**src/rtl/hazard_stall_ctrl.sv**
```systemverilog
`default_nettype none
// ==== hazard_stall_ctrl : pipeline stall/flush sequencer for load-use, shared RAM, branch ====
// ==== rev 1.0 ================================================================================
module hazard_stall_ctrl #(
   parameter int REG_ADDR_W = 4,
   parameter int WAIT_MAX   = 15,
   parameter int CNT_W      = 16
) (
   input  logic                  clk,
   input  logic                  rst,
   input  logic [REG_ADDR_W-1:0] id_reg1_addr_i,
   input  logic [REG_ADDR_W-1:0] id_reg2_addr_i,
   input  logic                  id_reg1_used_i,
   input  logic                  id_reg2_used_i,
   input  logic [REG_ADDR_W-1:0] ex_wb_addr_i,
   input  logic                  ex_reg_we_i,
   input  logic                  ex_is_load_i,
   input  logic                  ex_br_taken_i,
   input  logic                  mem_req_i,
   input  logic                  mem_ready_i,
   output logic                  pc_stall_o,
   output logic                  if_id_stall_o,
   output logic                  id_ex_stall_o,
   output logic                  ex_mem_stall_o,
   output logic                  if_id_flush_o,
   output logic                  id_ex_flush_o,
   output logic                  mem_wb_flush_o,
   output logic                  ram_sel_mem_o,
   output logic                  mem_timeout_o,
   output logic [CNT_W-1:0]      stall_cnt_o,
   output logic [CNT_W-1:0]      flush_cnt_o
);

   localparam int WCNT_W = $clog2(WAIT_MAX + 1);
   localparam logic [WCNT_W-1:0] C_WAIT_MAX = WCNT_W'(WAIT_MAX);

   typedef enum logic [0:0] {
      ST_RUN      = 1'b0,
      ST_MEM_WAIT = 1'b1
   } state_t;

   state_t            state_q, state_d;
   logic [WCNT_W-1:0] wait_cnt_q, wait_cnt_d;
   logic              timeout_q, timeout_d;
   logic [CNT_W-1:0]  stall_cnt_q, stall_cnt_d;
   logic [CNT_W-1:0]  flush_cnt_q, flush_cnt_d;
   logic              lu;

   assign lu = ex_is_load_i & ex_reg_we_i &
               ((id_reg1_used_i & (id_reg1_addr_i == ex_wb_addr_i)) |
                (id_reg2_used_i & (id_reg2_addr_i == ex_wb_addr_i)));

   always_ff @(posedge clk) begin
      if (rst) begin
         state_q     <= ST_RUN;
         wait_cnt_q  <= '0;
         timeout_q   <= 1'b0;
         stall_cnt_q <= '0;
         flush_cnt_q <= '0;
      end else begin
         state_q     <= state_d;
         wait_cnt_q  <= wait_cnt_d;
         timeout_q   <= timeout_d;
         stall_cnt_q <= stall_cnt_d;
         flush_cnt_q <= flush_cnt_d;
      end
   end

   always_comb begin
      state_d        = state_q;
      wait_cnt_d     = wait_cnt_q;
      timeout_d      = timeout_q;
      pc_stall_o     = 1'b0;
      if_id_stall_o  = 1'b0;
      id_ex_stall_o  = 1'b0;
      ex_mem_stall_o = 1'b0;
      if_id_flush_o  = 1'b0;
      id_ex_flush_o  = 1'b0;
      mem_wb_flush_o = 1'b0;
      ram_sel_mem_o  = 1'b0;

      case (state_q)
         ST_RUN: begin
            if (mem_req_i && !mem_ready_i) begin
               ram_sel_mem_o  = 1'b1;
               pc_stall_o     = 1'b1;
               if_id_stall_o  = 1'b1;
               id_ex_stall_o  = 1'b1;
               ex_mem_stall_o = 1'b1;
               mem_wb_flush_o = 1'b1;
               state_d        = ST_MEM_WAIT;
               wait_cnt_d     = WCNT_W'(1);
            end else if (mem_req_i) begin
               // Single-cycle data access steals this fetch slot; lu keeps the ID instr instead.
               ram_sel_mem_o = 1'b1;
               pc_stall_o    = 1'b1;
               if_id_flush_o = !lu;
               if_id_stall_o = lu;
               id_ex_flush_o = ex_br_taken_i | lu;
            end else if (ex_br_taken_i) begin
               if_id_flush_o = 1'b1;
               id_ex_flush_o = 1'b1;
            end else if (lu) begin
               pc_stall_o    = 1'b1;
               if_id_stall_o = 1'b1;
               id_ex_flush_o = 1'b1;
            end
         end
         ST_MEM_WAIT: begin
            ram_sel_mem_o = 1'b1;
            pc_stall_o    = 1'b1;
            if_id_stall_o = 1'b1;
            id_ex_stall_o = 1'b1;
            if (mem_ready_i) begin
               state_d = ST_RUN;
            end else begin
               ex_mem_stall_o = 1'b1;
               mem_wb_flush_o = 1'b1;
               // Counter parks at WAIT_MAX; one further unfinished cycle flags the timeout.
               if (wait_cnt_q >= C_WAIT_MAX) begin
                  timeout_d = 1'b1;
               end else begin
                  wait_cnt_d = wait_cnt_q + WCNT_W'(1);
               end
            end
         end
         default: state_d = ST_RUN;
      endcase
   end

   always_comb begin
      stall_cnt_d = stall_cnt_q;
      flush_cnt_d = flush_cnt_q;
      if (pc_stall_o && (stall_cnt_q != '1)) stall_cnt_d = stall_cnt_q + CNT_W'(1);
      if (id_ex_flush_o && (flush_cnt_q != '1)) flush_cnt_d = flush_cnt_q + CNT_W'(1);
   end

   assign mem_timeout_o = timeout_q;
   assign stall_cnt_o   = stall_cnt_q;
   assign flush_cnt_o   = flush_cnt_q;

endmodule
`default_nettype wire

```
**config.mk**
```make
export PLATFORM = sky130hd
export DESIGN_NAME = hazard_stall_ctrl
export DESIGN_NICKNAME = d
export VERILOG_FILES = /design/src/rtl/hazard_stall_ctrl.sv
export SDC_FILE = /design/constraint.sdc
export NUM_CORES = 1
export LEC_CHECK = 0
export ABC_AREA = 1
export CORE_UTILIZATION = 44
export DETAILED_ROUTE_END_ITERATION = 8
export PLACE_DENSITY = 0.76
export SKIP_CTS_REPAIR_TIMING = 1
export SYNTH_ARGS = -nofsm -noshare
export SYNTH_HDL_FRONTEND = slang
export SYNTH_SLANG_ARGS = --single-unit
```
**constraint.sdc**
```tcl
create_clock -name clk -period 1.76 [get_ports clk]
set_clock_uncertainty 0.15 [all_clocks]
set_input_delay 0.352 -clock clk [delete_from_list [all_inputs] [get_ports clk]]
set_output_delay 0.352 -clock clk [all_outputs]
set_load 0.01 [all_outputs]
```
==> metrics.md, run 1 <==
| Metric | Value |
|---|---|
| RSZ-0062 raised after global routing | `yes` |
| First-pass GRT wire length | `10900 um` |
| Fmax | `525 MHz` |
| Max_slew headroom | `77.6%` |
| Finished Layout Cells | `544` |
| Number of global-route vias before repair | `2530` |
| Overall routing resource usage | `22.8%` |
| Hold path depth | `2` |
| Final period util | `108%` |
| CP Buf/Inv Count | `2` |
| Hold Fails Final Rpt | `0` |
| Area contributors post-synth | `dfxtp_1 (32%), nand2_1 (13%), xor2_1 (7.3%)` |
| Seq/Total Area, Yosys | `31.5%` |
| Top FF cell, synth | `dfxtp_1` |
| Slew @ Worst Pin | `336 ps` |
| Footprint of the multi-input gates | `0.00174 mm2` |
| Final setup TNS | `-1780 ps` |
| Via count | `2946` |
| Clock transition at the registers of the reported paths | `80 ps` |
| Chip width | `76.1 um` |
| Max_cap viols | `0` |
| Synth Area in Compound Gates | `9.28%` |
| Area grow syn2layout | `66.1%` |
| Setup violations, final | `24` |
| Top cell type by total area after synthesis | `dfxtp_1` |
| Initial Util | `46.4%` |
| PD cells | `494 mW/mm2` |
| Crit Path Class | `reg -> reg` |
| Violated checks | `setup timing` |
| DR WL/cell | `15.1 um` |
| Commonest cells in the netlist | `nand2_1 (86), nor2_1 (46), dfxtp_1 (38)` |
| DRC Markers | `0` |
| Lkg Pwr | `2.20 nW` |
| Crit-path max FO | `6` |
| Full die area | `0.00579 mm2` |
| Synth Area per Inst | `6.72 um2` |
| Syn Inst Count | `359` |
| Most numerous cell on the critical path | `nand2_1` |
| Status | `finished, violations left` |
| GP Congestion | `0.908` |
| CP peak stage delay | `340 ps` |
| Top Ports | `62` |
| Syn nets | `383` |
| # nets final | `497` |
| Syn. warnings | `0` |
| Clk_lat worst skew | `300 ps` |
| Synthesized cell area | `0.00241 mm2` |
| Hold/Removal Path Class | `reg -> reg` |
| Avg Vias per Cell | `5.42` |
| Post-synthesis mux area share | `0%` |
| Worst Setup End Kind | `flip-flop` |
| CTS Buf Count | `5` |
| Reg2reg setup slack | `-140 ps` |
| Most common cell in the synthesized netlist | `nand2_1` |
| Die Height | `76.1 um` |
| Row count | `26` |
| Inst Count DP | `526` |
| TritonCTS clock tree | `done` |
| Fillcell total | `346` |
| DRT iter0 DRCs | `196` |
| H-tree levels | `2` |
| Inserted Diodes | `0` |
| Worst vdd ir | `0.000407 V` |
| Root Buffer | `clkbuf_8` |
| Post-Synth Adder-Cell Area | `1.56%` |
| Slowest-stage cell, CP | `dfxtp_1` |
| GRT overflow | `0` |
| CP Launch Type | `flip-flop` |
| Synth Register Bits | `38` |
| Arrival @ worst endpoint | `1950 ps` |
| Setup slack after layout | `-144 ps` |
| Crit path cell chain | `nand2_1, inv_1, nand2_1, nor2_1, nand2_2, nor3_4, nand2_4, buf_6, nand3_1, a21oi_2` |
| Clock sink count | `38` |
| TritonRoute pass-1 iters | `5` |
| Largest net degree at the start of global routing | `20` |
| HPWL after detailed placement | `4790 um` |
| Total Power | `1.98 mW` |
| CP Depth | `10` |
| WP data required | `1800 ps` |
| Post-synth ARST share | `0%` |
| Largest delay contributor family on the critical path | `simple AND/OR/NAND/NOR gates` |
| Core Footprint | `0.00520 mm2` |
| Tmin final | `1900 ps` |
| Post-synth EDFFs | `0` |
| Share of the synthesized area in the top cell type | `31.5%` |
| Final WL | `8200 um` |
| Sequential Area | `791 um2` |
| Distinct cells, synth | `28` |
| Max-slew violations | `0` |
| R2r worst-path depth | `10` |
| Place WS | `-990 ps` |
| Post-Synth Simple-Gate Area | `39.1%` |
| Port bufs | `61` |
| DRT antenna net count | `0` |
| Combinational family with the most area after synthesis | `simple AND/OR/NAND/NOR gates` |
| Share of layout cells above drive strength 1 | `35.4%` |
| Clock tree buffer depth | `2` |
| Antenna violations before repair | `0` |
| Synth Area in XOR/XNOR | `9.80%` |
report_power, final:
group / total [mW] / switching [mW] / internal, mW
Combinational: 0.367 / 0.196 / 0.171
Sequential: 0.884 / 0.0130 / 0.871
Clock: 0.728 / 0.331 / 0.396
cell usage in the layout (no fill, tap or decap), types with 2 or more instances in the layout:
cell type,instances
o21ai_0,3
dlymetal6s2s_1,38
nand2_1,74
nand2_4,4
a21oi_1,15
buf_4,50
buf_2,3
nor3_1,6
nor2_1,42
nand3_4,6
inv_1,30
a21oi_2,17
clkbuf_8,8
buf_8,4
nand2_2,12
dfxtp_1,20
nand4_1,19
clkdlybuf4s50_1,10
nor2_4,2
nand3_2,11
nand2_8,2
dfxtp_4,3
buf_6,9
clkbuf_2,3
xnor2_1,6
inv_2,7
nor3b_4,2
nand3_1,20
dfxtp_2,15
xor2_1,20
ha_4,2
nor2_2,3
cells by family after synthesis:
| group | Yosys count |
|---|---|
| simple gates | 204 |
| buf+inv | 50 |
| flops | 38 |
| compound gates | 37 |
| xor+xnor | 27 |
| fa+ha+maj | 3 |
sequential cells by signal (all words and copies together), names as in the netlist:
name           cells
wait_cnt_q         4
state_q            1
flush_cnt_o       16
mem_timeout_o      1
stall_cnt_o       16
metal layers:
layer	part of all wire, %	vias to the layer above	track usage, %
met2	52	138	41.2
met1	40	1379	27.3
met4	3.5	0	8.65
met5	0	-	0
li1	-	1398	-
met3	4.9	31	3.35
worst paths after layout:
kind | start | to
min reg2reg | mem_timeout_o$_SDFFE_PP0P_ | mem_timeout_o$_SDFFE_PP0P_
max | stall_cnt_o[8]$_SDFFE_PP0P_ | stall_cnt_o[6]$_SDFFE_PP0P_
max reg2reg | stall_cnt_o[8]$_SDFFE_PP0P_ | stall_cnt_o[6]$_SDFFE_PP0P_
min | mem_timeout_o$_SDFFE_PP0P_ | mem_timeout_o$_SDFFE_PP0P_
cell type report:
cell class              instances  share of cell area [%]
well taps                      70                    2.18
flip-flops and latches         38                    19.7
clock buffers                   8                    2.75
inverters                      37                    3.46
multi-input cells             274                    43.4
repair buffers                117                    28.5
worst min-delay path, cell delays in order, from the launching register on:
cell     delay [ps]
dfxtp_1         330
nor2_1           50
nor2_1           70
through the flow:
| stage | area, um2 | hold slack, ps | utilization (%) |
|---|---|---|---|
| after detailed placement | 3470 | 325 | 66.7 |
| after CTS | 3580 | 338 | 68.8 |
| after global placement | 3470 | 316 | 66.7 |
| after global routing | 4010 | 354 | 77.0 |
| after floorplan | 2490 | 303 | - |
| final | 4010 | 333 | 77.0 |
Power figures use the tool's default switching activity.
==> run 2: changes to the inputs <==
--- a/config.mk
+++ b/config.mk
@@ -6,6 +6,7 @@
 export NUM_CORES = 1
 export LEC_CHECK = 0
 export ABC_AREA = 1
+export CAP_MARGIN = 20
 export CORE_UTILIZATION = 44
 export DETAILED_ROUTE_END_ITERATION = 8
 export PLACE_DENSITY = 0.76
==> results of run 2 <==
The final DEF is identical to that of run 1; final timing and power are the same.
==> run 3: changes to the inputs <==
--- a/config.mk
+++ b/config.mk
@@ -7,6 +7,7 @@
 export LEC_CHECK = 0
 export ABC_AREA = 1
 export CAP_MARGIN = 20
+export CORE_MARGIN = 1.5
 export CORE_UTILIZATION = 44
 export DETAILED_ROUTE_END_ITERATION = 8
 export PLACE_DENSITY = 0.76
==> metrics.md, run 3 (same netlist as run 1, synthesis figures left out) <==
| Metric | Value |
|---|---|
| # nets final | `492 (was 497)` |
| Top Ports | `62 (unchanged)` |
| Hold Fails Final Rpt | `0 (unchanged)` |
| GRT overflow | `0 (unchanged)` |
| First-pass GRT wire length | `11100 um (was 10900 um)` |
| R2r worst-path depth | `9 (was 10)` |
| Lkg Pwr | `2.16 nW (was 2.20 nW)` |
| H-tree levels | `2 (unchanged)` |
| Commonest non-fill, non-tap cell in the layout | `nand2_1 (unchanged)` |
| Share of layout cells above drive strength 1 | `36.7% (was 35.4%)` |
| TritonCTS clock tree | `done (unchanged)` |
| Overall routing resource usage | `22.8% (about the same)` |
| Max_slew headroom | `78.2% (was 77.6%)` |
| Place WS | `-976 ps (was -990 ps)` |
| Clk_lat worst skew | `290 ps (was 300 ps)` |
| Slew @ Worst Pin | `328 ps (was 336 ps)` |
| DR WL/cell | `14.0 um (was 15.1 um)` |
| WP data required | `1260 ps (was 1800 ps)` |
| Full die area | `0.00594 mm2 (was 0.00579 mm2)` |
| Status | `finished, violations left (unchanged)` |
| Sequential Power Share | `41.7% (was 44.7%)` |
| Most numerous cell on the critical path | `nand2_2 (was nand2_1)` |
| Port bufs | `61 (unchanged)` |
| Final WL | `7520 um (was 8200 um)` |
| Number of global-route vias before repair | `2572 (was 2530)` |
| Chip width | `77.1 um (was 76.1 um)` |
| Commonest non-fill, non-tap cells in the layout | `nand2_1 (67), buf_4 (44), nor2_1 (42), dlymetal6s2s_1 (37), inv_1 (31) (was nand2_1 (74), buf_4 (50), nor2_1 (42), dlymetal6s2s_1 (38), inv_1 (30))` |
| CP Launch Type | `input pin (was flip-flop)` |
| NetSw | `0.531 mW (was 0.541 mW)` |
| Final period util | `106% (was 108%)` |
| CP Buf/Inv Count | `3 (was 2)` |
| Clock transition at the registers of the reported paths | `80 ps (about the same)` |
| Worst vdd ir | `0.000410 V (was 0.000407 V)` |
| Setup violations, final | `20 (was 24)` |
| Clock tree buffer depth | `2 (unchanged)` |
| Tmin final | `1870 ps (was 1900 ps)` |
| Area grow syn2layout | `65.3% (was 66.1%)` |
| Initial Util | `46.4% (unchanged)` |
| DRT iter0 DRCs | `167 (was 196)` |
| Via count | `2800 (was 2946)` |
| Comb pwr share | `16.7% (was 18.6%)` |
| Final setup TNS | `-739 ps (was -1780 ps)` |
| Largest net degree at the start of global routing | `20 (unchanged)` |
| Switching fraction of total power | `25.0% (was 27.3%)` |
| Worst r2r src | `stall_cnt_o[1]$_SDFFE_PP0P_ (was stall_cnt_o[8]$_SDFFE_PP0P_)` |
| Antenna violations before repair | `0 (unchanged)` |
| CTS Buf Count | `5 (unchanged)` |
| Row count | `26 (unchanged)` |
| Die Height | `77.1 um (was 76.1 um)` |
| TritonRoute pass-1 iters | `4 (was 5)` |
| Reg2Reg Capture Point | `stall_cnt_o[14]$_SDFFE_PP0P_ (was stall_cnt_o[6]$_SDFFE_PP0P_)` |
| Max-slew violations | `0 (unchanged)` |
| Hold path depth | `2 (unchanged)` |
| Clock power frac | `41.7% (was 36.8%)` |
| Slowest-stage cell, CP | `xnor2_1 (was dfxtp_1)` |
| Crit-path max FO | `2 (was 6)` |
| GP Congestion | `0.919 (was 0.908)` |
| Inserted Diodes | `0 (unchanged)` |
| DRC Markers | `0 (unchanged)` |
| Violated checks | `setup timing (unchanged)` |
| Setup slack after layout | `-108 ps (was -144 ps)` |
| Root Buffer | `clkbuf_8 (unchanged)` |
| Crit Path Class | `in -> out (was reg -> reg)` |
| Cell-internal power | `1.60 mW (was 1.44 mW)` |
| CP peak stage delay | `190 ps (was 340 ps)` |
| Avg Vias per Cell | `5.19 (was 5.42)` |
| PD cells | `533 mW/mm2 (was 494 mW/mm2)` |
| Fmax | `535 MHz (was 525 MHz)` |
| Core Footprint | `0.00520 mm2 (unchanged)` |
| Min-delay src | `mem_timeout_o$_SDFFE_PP0P_ (unchanged)` |
| RSZ-0062 raised after global routing | `yes (unchanged)` |
| Max_cap viols | `0 (unchanged)` |
| Largest delay contributor family on the critical path | `simple AND/OR/NAND/NOR gates (unchanged)` |
| Crit path cell chain | `dlymetal6s2s_1, xnor2_1, nand3_1, nand2_2, nand2_2, o21ai_2, inv_1, nand2_1, buf_2 (was nand2_1, inv_1, nand2_1, nor2_1, nand2_2, nor3_4, nand2_4, buf_6, nand3_1, a21oi_2)` |
| HPWL after detailed placement | `4970 um (was 4790 um)` |
| DRT antenna net count | `0 (unchanged)` |
| Hold/Removal Path Class | `reg -> reg (unchanged)` |
| Reg2reg setup slack | `-50 ps (was -140 ps)` |
| Clock sink count | `38 (unchanged)` |
| CP Depth | `9 (was 10)` |
| Arrival @ worst endpoint | `1370 ps (was 1950 ps)` |
| Min-Delay Endpoint | `mem_timeout_o$_SDFFE_PP0P_ (unchanged)` |
| Worst Setup End Kind | `output pin (was flip-flop)` |
[run 3: cell types whose count changed in the layout (fill, tap and decap cells not counted), moves of 3 or more]
cell and change:
a21oi_1 -5, a21oi_2 +5, buf_4 -6, buf_6 +5, buf_8 -3, clkbuf_8 -3
nand2_1 -7, nand2_2 +7, nand3_2 +5, nand3_4 -3
[run 3: layout make-up]
class	instances	area, um2
Multi-Input combinational cell	273	1740
Timing Repair Buffer	113	1110
Tap cell	70	87.6
Sequential cell	38	786
Fill cell	368	1220
Clock buffer	5	68.8
Clock inverter	3	63.8
Inverter	37	141
[run 3: tightest hold or removal path: stages, from the launching register on]
cell and delay [ps]:
dfxtp_1 340, nor2_1 50, nor2_1 70
[run 3: metal layers]
metal / global-route usage [%] / wire length (um) / vias up
met2: 40.6 / 3840 / 93
met4: 9.82 / 179 / 0
li1: - / - / 1388
met1: 26.3 / 3150 / 1298
met5: 0 / 0 / -
met3: 4.52 / 344 / 21
[run 3: through the flow]
stage,utilization (%),power [mW],std cells,cell area (um2),hold slack [ps]
global route,76.6,2.21,539,3990,358
global placement,67.0,1.22,528,3490,315
detailed placement,67.0,1.23,528,3490,330
floorplan,-,1.06,359,2490,303
CTS,69.5,2.10,536,3620,350
finish,76.6,2.13,539,3990,344
[run 3: worst max-delay path by stage]
stage,from,end
finish,id_reg2_addr_i[3],if_id_stall_o
global route,id_reg2_addr_i[1],if_id_stall_o
CTS,ex_wb_addr_i[0],if_id_stall_o
detailed placement,ex_wb_addr_i[0],if_id_stall_o
global placement,ex_wb_addr_i[0],if_id_stall_o
floorplan,stall_cnt_o[0]$_SDFFE_PP0P_,stall_cnt_o[2]$_SDFFE_PP0P_
[run 3: power by group through the flow]
stage	sequential (mW)	clock [mW]	combinational, mW
global route	0.888	0.938	0.383
detailed placement	0.906	0	0.319
floorplan	0.917	0	0.143
finish	0.886	0.886	0.355
CTS	0.886	0.898	0.321
global placement	0.906	0	0.311
==> patch: new RTL, flow settings as in run 3 <==
Make the reset (`rst`) asynchronous in one clocked block.
--- a/src/rtl/hazard_stall_ctrl.sv
+++ b/src/rtl/hazard_stall_ctrl.sv
@@ -52,3 +52,3 @@
 
-   always_ff @(posedge clk) begin
+   always_ff @(posedge clk or posedge rst) begin
       if (rst) begin
Function: differs if rst is asserted again (counterexample within 4 cycles, from zero or initial values and one cycle with rst high); with rst held inactive, the same outputs for 10 cycles.
==> patch against run 3 <==
Synthesized cell count decreased by 4.2%. Synthesized area is 4.8% higher. Die area grew 4.6%. Sequential cell count is the same. Worst hold slack got worse by 0.088 ns. Routed wire length shrank 8.8%. Via count down 2.9%. First-iteration DRC count is 37% lower. Final area decreased by 2.9%. Core utilization shrank 6.7 points. Worst setup slack improved by 0.12 ns. Critical path type unchanged. Highest routed layer unchanged.
Power is not compared: it rests on default switching activity, and its combinational part moved more than twofold at a synthesized area within 25%.
==> patch: results (changes against run 3) <==
| Metric | Value |
|---|---|
| Final HPWL DP | `4.776 mm (-3.9%)` |
| Final antenna diode count | `0 (unchanged)` |
| Data arrival time of the critical path | `1.25 ns (-0.12 ns)` |
| Number of synthesis warnings | `0 (unchanged)` |
| Clock transition at path regs | `0.07 ns` |
| Post-placement worst setup slack | `-0.8168 ns (+0.1588 ns)` |
| Worst skew pair latency | `0.30 ns` |
| Lkg Pwr | `0.002356 uW` |
| Post-Route Setup TNS | `0 ns (+0.7390 ns)` |
| Largest net degree at the start of global routing | `39 (+95%)` |
| CTS root buf | `sky130_fd_sc_hd__clkbuf_8` |
| Global-route usage over all layers | `21.99% (-0.79 points)` |
| Proportion of synthesized chip area in sequential cells | `37.59% (+6.1 points)` |
| Final layout net count | `481 (-2.2%)` |
| Post-synthesis async set-or-reset flop share | `100.0% (+100 points)` |
| First-pass GRT wire length | `10.85 mm (-2.0%)` |
| Number of vias per cell | `5.132 (-1.2%)` |
| Status | `completed` |
| GPL Wtd Cong | `0.8720 (-5.1%)` |
| Number of antenna violations at the first check in global routing | `0 (unchanged)` |
| Top cells by count, synth | `114 x sky130_fd_sc_hd__nand2_1, 40 x sky130_fd_sc_hd__nand3_1, 38 x sky130_fd_sc_hd__dfrtp_1` |
| Wire length per cell after detailed routing | `12.94 um (-7.2%)` |
| Distinct cell type count of the synthesized netlist | `30 (+7.1%)` |
| Via count of the first global-routing pass | `2,441 (-5.1%)` |
| Hold Path Class | `in2async` |
| Headroom to the max-slew limit | `73.65% (-4.5 points)` |
| Fillers | `452 (+23%)` |
| Synthesized netlist net count | `368 (-3.9%)` |
| Share of cells above drive strength 1 | `27.95% (-8.7 points)` |
| Longest Clk Path Bufs | `2 (unchanged)` |
| Detail Route Antenna Nets | `0 (unchanged)` |
| VDD IR max | `0.6467 mV` |
| Initial drt markers | `105 (-37%)` |
| Number of iterations in the first detailed-routing pass | `4 (unchanged)` |
| Number of levels in the clock H-tree | `2 (unchanged)` |
| Largest fanout on the critical path | `3 (+1)` |
| CTS Buf Count | `5 (unchanged)` |
| Cells taking the most area after synthesis | `sky130_fd_sc_hd__dfrtp_1 38%, sky130_fd_sc_hd__nand2_1 17%, sky130_fd_sc_hd__nand3_1 7.9%` |
==> patch: through the flow <==
stage / power (uW) / instance area, um^2 / util (%) / instances
CTS: 2799 / 3563 / 64.32 / 513
global placement: 2134 / 3473 / 62.69 / 505
global route: 3041 / 3875 / 69.94 / 530
finish: 2849 / 3875 / 69.94 / 530
detailed placement: 2160 / 3473 / 62.69 / 505
floorplan: 1641 / 2546 / - / 344
==> patch: final timing paths <==
| check | from | endpoint | slack, ns | cells after the start |
|---|---|---|---|---|
| hold reg to reg | mem_timeout_o$_DFFE_PP0P_ | mem_timeout_o$_DFFE_PP0P_ | 0.33 | 1 |
| max in group asynchronous | rst | flush_cnt_o[11]$_DFFE_PP0P_ | 1.00 | 3 |
| setup / recovery | id_reg2_addr_i[3] | id_ex_flush_o | 0.008 | 7 |
| hold / removal | rst | stall_cnt_o[15]$_DFFE_PP0P_ | 0.26 | 3 |
| min in group clk | mem_ready_i | mem_timeout_o$_DFFE_PP0P_ | 0.31 | 3 |
| setup reg to reg | flush_cnt_o[1]$_DFFE_PP0P_ | flush_cnt_o[10]$_DFFE_PP0P_ | 0.09 | 7 |
==> patch: area by class of cell <==
class / count / area, um^2 / share of cell area [%]
tap: 72 / 90.09 / 2.325
multi-input combinational: 268 / 1503 / 38.78
sequential: 38 / 972.2 / 25.09
timing repair buffer: 115 / 1111 / 28.67
inverter: 29 / 108.9 / 2.809
clock buffer: 8 / 90.09 / 2.325
==> patch: kinds of logic after synthesis <==
group | count (synthesis) | synth area share, %
simple gates | 228 | 42.38
buf+inv | 38 | 6.775
compound gates | 9 | 2.077
fa+ha+maj | 3 | 1.484
flops | 38 | 37.59
xor+xnor | 28 | 9.694
==> patch: worst max-delay path, cell delays in order <==
cell and delay (ns):
sky130_fd_sc_hd__dlymetal6s2s_1 0.13, sky130_fd_sc_hd__xnor2_1 0.18, sky130_fd_sc_hd__nand3_1 0.11, sky130_fd_sc_hd__nand2_2 0.14
sky130_fd_sc_hd__nand2_2 0.08, sky130_fd_sc_hd__a21oi_2 0.13, sky130_fd_sc_hd__buf_2 0.14
==> patch: power by group <==
group / switching, uW / leakage [uW] / internal (uW) / total [uW]
clock network: 312 / 0.0000455 / 320 / 631
registers: 104 / 0.000484 / 1010 / 1120
logic: 519 / 0.00183 / 583 / 1100
==> patch: routing by layer <==
layer / vias to the layer above / routed length, um / global-route usage, %
met5: - / 0 / 0
met4: 0 / 127 / 9.123
li1: 1343 / - / -
met3: 14 / 391 / 4.598
met1: 1276 / 2727 / 26.75
met2: 87 / 3613 / 37.76
